**config.mk**
```make
export PLATFORM = sky130hd
export DESIGN_NAME = sd_data_resp_receive
export DESIGN_NICKNAME = d
export VERILOG_FILES = /design/src/rtl/sd_data_resp_receive.sv
export SDC_FILE = /design/constraint.sdc
export NUM_CORES = 1
export LEC_CHECK = 0
export BUFFER_PORTS_ARGS = -buffer_cell sky130_fd_sc_hd__buf_2
export CAP_MARGIN = 10
export CORE_MARGIN = 1
export CORE_UTILIZATION = 30
export CTS_CLUSTER_DIAMETER = 200
export CTS_CLUSTER_SIZE = 14
export DETAILED_ROUTE_END_ITERATION = 6
export GPL_TIMING_DRIVEN = 0
export PLACE_DENSITY_LB_ADDON = 0.05
export SYNTH_ARGS = -nofsm -noshare
export SYNTH_HDL_FRONTEND = slang
export SYNTH_SLANG_ARGS = --single-unit
```
**constraint.sdc**
```tcl
create_clock -name clk -period 4.6 [get_ports clk]
set_input_delay 0 -clock clk [delete_from_list [all_inputs] [get_ports clk]]
set_output_delay 0 -clock clk [all_outputs]
set_load 0.05 [all_outputs]
```
**src/rtl/sd_data_resp_receive.sv**
```systemverilog
// SD write-data response receiver: waits for the CRC status token on DAT0, decodes it, tracks card busy.
// Optional `SD_DATA_RESP_BUSY_COUNT_EN adds Busy_Cycles, the busy length latched when busy ends.
module sd_data_resp_receive #(
    parameter int unsigned START_TIMEOUT = 64,
    parameter int unsigned BUSY_TIMEOUT  = 1000000,
    parameter int unsigned BUSY_GUARD    = 2
) (
    input  logic        clk,
    input  logic        rst,
    input  logic        Resp_En,
    input  logic        DAT0,
    output logic        Resp_Complite,
    output logic [2:0]  Resp_Status,
    output logic        Resp_Accepted,
    output logic        Resp_Crc_Err,
    output logic        Resp_Write_Err,
    output logic        Resp_Frame_Err,
    output logic        Resp_Timeout,
    output logic        Busy
`ifdef SD_DATA_RESP_BUSY_COUNT_EN
    ,
    output logic [23:0] Busy_Cycles
`endif
);

    // state        | meaning
    // S_IDLE       | waiting for Resp_En
    // S_WAIT_START | searching for the token start bit (DAT0=0)
    // S_STATUS     | shifting in the 3 status bits
    // S_END_BIT    | checking the end bit and decoding the status
    // S_BUSY       | card holds DAT0 low while programming
    // S_COMPLITE   | result held until Resp_En drops
    typedef enum logic [2:0] {
        S_IDLE,
        S_WAIT_START,
        S_STATUS,
        S_END_BIT,
        S_BUSY,
        S_COMPLITE
    } state_t;

    localparam logic [15:0] WAIT_LAST = 16'(START_TIMEOUT - 1);
    localparam logic [23:0] BUSY_LAST = 24'(BUSY_TIMEOUT - 1);
    localparam logic [23:0] GUARD     = 24'(BUSY_GUARD);

    state_t      state;
    logic [15:0] wait_cnt;
    logic [1:0]  bit_cnt;
    logic [23:0] busy_cnt;
    logic        abort;
    logic        tok_acc;
    logic        tok_crc;
    logic        tok_wr;

    assign abort   = !Resp_En && (state inside {S_WAIT_START, S_STATUS, S_END_BIT, S_BUSY});
    assign tok_acc = (Resp_Status == 3'b010);
    assign tok_crc = (Resp_Status == 3'b101);
    assign tok_wr  = (Resp_Status == 3'b110);

    // Updates on the falling edge so DAT0 is sampled mid-bit relative to the send stage.
    always_ff @(negedge clk or negedge rst) begin
        if (!rst) begin
            state          <= S_IDLE;
            wait_cnt       <= '0;
            bit_cnt        <= '0;
            busy_cnt       <= '0;
            Resp_Complite  <= 1'b0;
            Resp_Status    <= '0;
            Resp_Accepted  <= 1'b0;
            Resp_Crc_Err   <= 1'b0;
            Resp_Write_Err <= 1'b0;
            Resp_Frame_Err <= 1'b0;
            Resp_Timeout   <= 1'b0;
            Busy           <= 1'b0;
`ifdef SD_DATA_RESP_BUSY_COUNT_EN
            Busy_Cycles    <= '0;
`endif
        end else if (abort) begin
            state          <= S_IDLE;
            wait_cnt       <= '0;
            bit_cnt        <= '0;
            busy_cnt       <= '0;
            Resp_Status    <= '0;
            Resp_Accepted  <= 1'b0;
            Resp_Crc_Err   <= 1'b0;
            Resp_Write_Err <= 1'b0;
            Resp_Frame_Err <= 1'b0;
            Resp_Timeout   <= 1'b0;
            Busy           <= 1'b0;
        end else begin
            case (state)
                S_IDLE: begin
                    if (Resp_En) begin
                        wait_cnt       <= '0;
                        bit_cnt        <= '0;
                        busy_cnt       <= '0;
                        Resp_Complite  <= 1'b0;
                        Resp_Status    <= '0;
                        Resp_Accepted  <= 1'b0;
                        Resp_Crc_Err   <= 1'b0;
                        Resp_Write_Err <= 1'b0;
                        Resp_Frame_Err <= 1'b0;
                        Resp_Timeout   <= 1'b0;
                        Busy           <= 1'b0;
`ifdef SD_DATA_RESP_BUSY_COUNT_EN
                        Busy_Cycles    <= '0;
`endif
                        state          <= S_WAIT_START;
                    end
                end
                S_WAIT_START: begin
                    if (!DAT0) begin
                        bit_cnt <= '0;
                        state   <= S_STATUS;
                    end else if (wait_cnt == WAIT_LAST) begin
                        Resp_Timeout  <= 1'b1;
                        Resp_Complite <= 1'b1;
                        state         <= S_COMPLITE;
                    end else begin
                        wait_cnt <= wait_cnt + 16'd1;
                    end
                end
                S_STATUS: begin
                    Resp_Status <= {Resp_Status[1:0], DAT0};
                    bit_cnt     <= bit_cnt + 2'd1;
                    if (bit_cnt == 2'd2) state <= S_END_BIT;
                end
                S_END_BIT: begin
                    Resp_Accepted  <= tok_acc && DAT0;
                    Resp_Crc_Err   <= tok_crc;
                    Resp_Write_Err <= tok_wr;
                    Resp_Frame_Err <= !(tok_acc || tok_crc || tok_wr) || !DAT0;
                    if (tok_acc && DAT0) begin
                        busy_cnt <= '0;
                        Busy     <= 1'b1;
                        state    <= S_BUSY;
                    end else begin
                        Resp_Complite <= 1'b1;
                        state         <= S_COMPLITE;
                    end
                end
                S_BUSY: begin
                    // Ready is tested before the timeout so a simultaneous release is not flagged.
                    if (DAT0 && (busy_cnt >= GUARD)) begin
                        Busy          <= 1'b0;
                        Resp_Complite <= 1'b1;
                        state         <= S_COMPLITE;
`ifdef SD_DATA_RESP_BUSY_COUNT_EN
                        Busy_Cycles   <= busy_cnt;
`endif
                    end else if (busy_cnt == BUSY_LAST) begin
                        Busy          <= 1'b0;
                        Resp_Timeout  <= 1'b1;
                        Resp_Complite <= 1'b1;
                        state         <= S_COMPLITE;
`ifdef SD_DATA_RESP_BUSY_COUNT_EN
                        Busy_Cycles   <= busy_cnt;
`endif
                    end else if (busy_cnt != 24'hFF_FFFF) begin
                        busy_cnt <= busy_cnt + 24'd1;
                    end
                end
                S_COMPLITE: begin
                    if (!Resp_En) begin
                        Resp_Complite <= 1'b0;
                        state         <= S_IDLE;
                    end
                end
                default: state <= S_IDLE;
            endcase
        end
    end

endmodule

```
# After elaboration in Yosys (flattened, before gate mapping)
# Cells that the tools add are included.
# W data, S select, Z words.
# classes
addsub	3
magnitude_cmp	1
eq_ne	32
muxes	53
bitwise_logic	1
reduce_logical	27
# ops
op	n
$mux W24	6
$pmux W24 S3	1
$mux W16	4
$pmux W16 S2	1
$mux W3	10
$add A24 B1 Y24 const B	1
$eq A24 B20 Y1 const B	1
$ge A24 B2 Y1 const B	1
$ne A24 B24 Y1 const B	1
$ne A3 B3 Y1 const B	7
$mux W1	18
$pmux W3 S6	1
$add A16 B1 Y16 const B	1
$eq A16 B6 Y1 const B	1
$reduce_bool A4 Y1	4
$ne A3 B2 Y1 const B	5
$eq A3 B3 Y1 const B	4
$reduce_and A6 Y1	2
$eq A3 B2 Y1 const B	3
$reduce_bool A3 Y1	3
$ne A2 B2 Y1 const B	4
$pmux W1 S2	4
$reduce_and A4 Y1	2
$reduce_and A8 Y1	1
21 further kinds	31
# word_totals
reg_bits	55
inputBits	4
output_inout_bits	10

# Depth between registers and ports, before layout
# logic_depth
depth_word	7
mapped_depth	10
depth_no_buf	8

==> metrics.txt <==
number of cells on the worst reg-to-reg path=8; worst relative slew slack=39.8%; number of vias in the routed layout=3105; min-delay worst type=reg -> reg; count of antenna-violating nets left after detailed routing=0; most common cell after layout, fill and taps aside=sky130_fd_sc_hd__dfrtn_1; final total negative setup slack=0 ns; part of the Yosys area used for sequential elements=41.5%; total power consumption of the routed design=1.59 mW; core footprint=0.0108 mm2; Via-to-Cell Ratio=5.64; clock insertion delay at the later pin of the skew report=0.33 ns; critical-path maximum fanout=10; starting utilization of the core area=30.7%; clock sink count=55; commonest cells after routing, fill and taps aside=sky130_fd_sc_hd__dfrtn_1 (55), sky130_fd_sc_hd__o21ai_0 (39), sky130_fd_sc_hd__nand2_1 (30), sky130_fd_sc_hd__nor2_1 (30), sky130_fd_sc_hd__a21oi_1 (29); wire length of the first global-routing pass=16400 um; placed wire-length estimate after detailed placement=6610 um; final hold violation count=0; number of nets in the layout=419; first drt pass iteration count=4; most used flip-flop cell after synthesis=sky130_fd_sc_hd__dfrtn_1; wire length after detailed routing=9460 um; cell chosen for the clock root=sky130_fd_sc_hd__clkbuf_8; hold depth=1; arrival time of the worst setup path=2.08 ns; number of standard cells after synthesis=391; final RePlAce weighted congestion=0.802; DRC violation count after routing=0; CTS H-tree depth=2; clock-pin slew of the registers on the worst-case setup and hold paths=0.07 ns; Routed wire per std cell=17.2 um; Congestion Overflow GR=0; Placement Rows=38; worst setup skew after layout=0.00462 ns; Post-Place Cell Area=0.00357 mm2; crit path launch type=primary input; hold_buf cts=0; net count of the mapped netlist=399; result of the run=finished, final reports clean; Slew Viols, Final=0; areal power density over the cells=434 mW/mm2; count of flip-flops with a built-in enable after synthesis=0; Diodes inserted=0; filler instances=1152; static leakage=1.46 nW; antenna violations before repair=0; Synthesis Warnings=0; Final Setup Violations=0; initial detailed-routing violation count=151; Post-Syn Area per Cell=8.48 um2; category of the worst setup path capture point=register; buffers from clock root to sink, at most=2; count of unique library cells instantiated by Yosys=56; Port-buffer cells=12; area of the die=0.0115 mm2; critical setup path kind=in -> reg; fraction of final layout cells with drive strength greater than 1=8.03%; die boundary height=107 um; clock tree from TritonCTS=done; Layout Area Growth over Synthesis=10.8%; Peak VDD IR=0.000169 V; vias in the first global route=3085; required time at the worst-slack endpoint=2.45 ns; combined global-route utilization of all metal layers=18.3%; number of buffers added for setup after CTS=0; overall die width=107 um; top-level I/O count=14; max-cap viol count=0; slew at the pin closest to its max-slew limit=0.899 ns; number of register bits inferred by synthesis=55; number of clock buffers inserted by TritonCTS=5; RSZ-0062 raised after global routing=false; post-CTS sizing=0; post-layout instance area=0.00367 mm2; share of synthesized registers carrying an async set or reset=100%; largest net degree at the start of global routing=31; Netlist Area Pre-Place=0.00332 mm2
metrics by stage:
| step | setup slack [ns] | hold slack (ns) | util [%] | cells |
|---|---|---|---|---|
| CTS | 0.373 | 0.449 | 34.0 | 551 |
| detailed placement | 0.0226 | 0.447 | 33.1 | 544 |
| finish | 0.372 | 0.454 | 34.0 | 551 |
| floorplan | 0.699 | 0.398 | - | 391 |
| global route | 0.0756 | 0.480 | 34.0 | 551 |
| global placement | 0.0287 | 0.444 | 32.9 | 543 |
final cells by class:
cell class | instances | area (um2) | share of cell area, %
Buffer | 22 | 104 | 2.83
Clock buffer | 6 | 72.6 | 1.97
Clock inverter | 1 | 30.0 | 0.817
Inverter | 14 | 52.6 | 1.43
Multi-Input combinational cell | 300 | 1780 | 48.6
Sequential cell | 55 | 1380 | 37.5
Tap cell | 140 | 175 | 4.77
Timing Repair Buffer | 13 | 80.1 | 2.18
registers in the layout, indices dropped and copies added, names as in the netlist:
| signal | cells |
|---|---|
| Resp_Status | 3 |
| Resp_Accepted | 1 |
| Resp_Complite | 1 |
| Resp_Crc_Err | 1 |
| busy_cnt | 24 |
| Resp_Write_Err | 1 |
| bit_cnt | 2 |
| Resp_Frame_Err | 1 |
| state | 3 |
| Busy | 1 |
| Resp_Timeout | 1 |
| wait_cnt | 16 |
logic make-up after synthesis:
family | Yosys count | synth area share [%]
AOI/OAI and AO/OA | 121 | 23.1
xor gates and xnor gates | 7 | 1.85
DFF | 55 | 41.5
adders and majority gates | 4 | 1.51
and+or+nand+nor | 166 | 26.7
muxes | 2 | 0.604
buffers and inverters | 36 | 4.72
final timing paths:
check	start	endpoint	slack (ns)
max	DAT0	busy_cnt[10]	0.37
min	wait_cnt[7]	wait_cnt[7]	0.45
max reg2reg	busy_cnt[1]	busy_cnt[1]	1.88
min reg2reg	wait_cnt[7]	wait_cnt[7]	0.45
max in group asynchronous	rst	busy_cnt[6]	2.09
min in group asynchronous	rst	Resp_Status[1]	1.88
report_power, final:
group / internal (mW) / total (mW) / switching (mW)
registers: 0.529 / 0.564 / 0.0351
logic: 0.184 / 0.693 / 0.510
clock network: 0.160 / 0.337 / 0.177
total: 0.873 / 1.59 / 0.721
critical path, stage by stage:
cell                        delay, ns
sky130_fd_sc_hd__buf_2           0.22
sky130_fd_sc_hd__nand4bb_1       0.26
sky130_fd_sc_hd__o21ai_0         0.32
sky130_fd_sc_hd__a31oi_1         0.37
sky130_fd_sc_hd__clkbuf_1        0.37
sky130_fd_sc_hd__o41ai_1         0.42
sky130_fd_sc_hd__a21oi_1         0.11
synth_stat cells (2+ instances only):
| master | number | share of area, % |
|---|---|---|
| sky130_fd_sc_hd__nand4_1 | 10 | 1.9 |
| sky130_fd_sc_hd__o21ai_0 | 39 | 5.9 |
| sky130_fd_sc_hd__a32oi_1 | 3 | 0.79 |
| sky130_fd_sc_hd__o2111ai_1 | 4 | 1.1 |
| sky130_fd_sc_hd__and3_1 | 11 | 2.1 |
| sky130_fd_sc_hd__clkbuf_1 | 13 | 1.5 |
| sky130_fd_sc_hd__nand2b_1 | 5 | 0.94 |
| sky130_fd_sc_hd__o31ai_1 | 8 | 1.8 |
| sky130_fd_sc_hd__and2_1 | 4 | 0.75 |
| sky130_fd_sc_hd__o41ai_1 | 4 | 1.1 |
| sky130_fd_sc_hd__or4b_1 | 2 | 0.60 |
| sky130_fd_sc_hd__or3_1 | 19 | 3.6 |
| sky130_fd_sc_hd__o211ai_1 | 3 | 0.68 |
| sky130_fd_sc_hd__o22ai_1 | 4 | 0.75 |
| sky130_fd_sc_hd__nand2_1 | 30 | 3.4 |
| sky130_fd_sc_hd__nor2b_1 | 4 | 0.75 |
| sky130_fd_sc_hd__xor2_1 | 6 | 1.6 |
| sky130_fd_sc_hd__a31o_2 | 2 | 0.53 |
| sky130_fd_sc_hd__mux2i_1 | 2 | 0.60 |
| sky130_fd_sc_hd__or2_2 | 2 | 0.38 |
| sky130_fd_sc_hd__nor3_1 | 8 | 1.2 |
| sky130_fd_sc_hd__dfrtn_1 | 55 | 41 |
| sky130_fd_sc_hd__a21boi_0 | 2 | 0.45 |
| sky130_fd_sc_hd__a31oi_1 | 3 | 0.57 |
| sky130_fd_sc_hd__a21oi_1 | 29 | 4.4 |
| sky130_fd_sc_hd__inv_1 | 14 | 1.6 |
| sky130_fd_sc_hd__o32ai_1 | 3 | 0.79 |
| sky130_fd_sc_hd__nand3_1 | 19 | 2.9 |
| sky130_fd_sc_hd__buf_2 | 5 | 0.75 |
| sky130_fd_sc_hd__or4_1 | 7 | 1.6 |
| sky130_fd_sc_hd__o21ai_1 | 3 | 0.45 |
| sky130_fd_sc_hd__nor4_1 | 8 | 1.5 |
| sky130_fd_sc_hd__buf_6 | 2 | 0.68 |
| sky130_fd_sc_hd__ha_1 | 4 | 1.5 |
| sky130_fd_sc_hd__buf_1 | 2 | 0.23 |
| sky130_fd_sc_hd__nor2_1 | 30 | 3.4 |
| sky130_fd_sc_hd__nand3b_1 | 3 | 0.68 |
layer usage:
metal,part of all wire (%),vias to the layer above,global-route usage [%],wire length (um)
met5,0,-,0,0
met4,1.0,0,4.50,99
met3,4.7,6,3.95,448
met2,45,57,28.8,4290
met1,49,1524,25.5,4630
li1,-,1518,-,-
No activity file was read; power rests on OpenSTA's default activity.
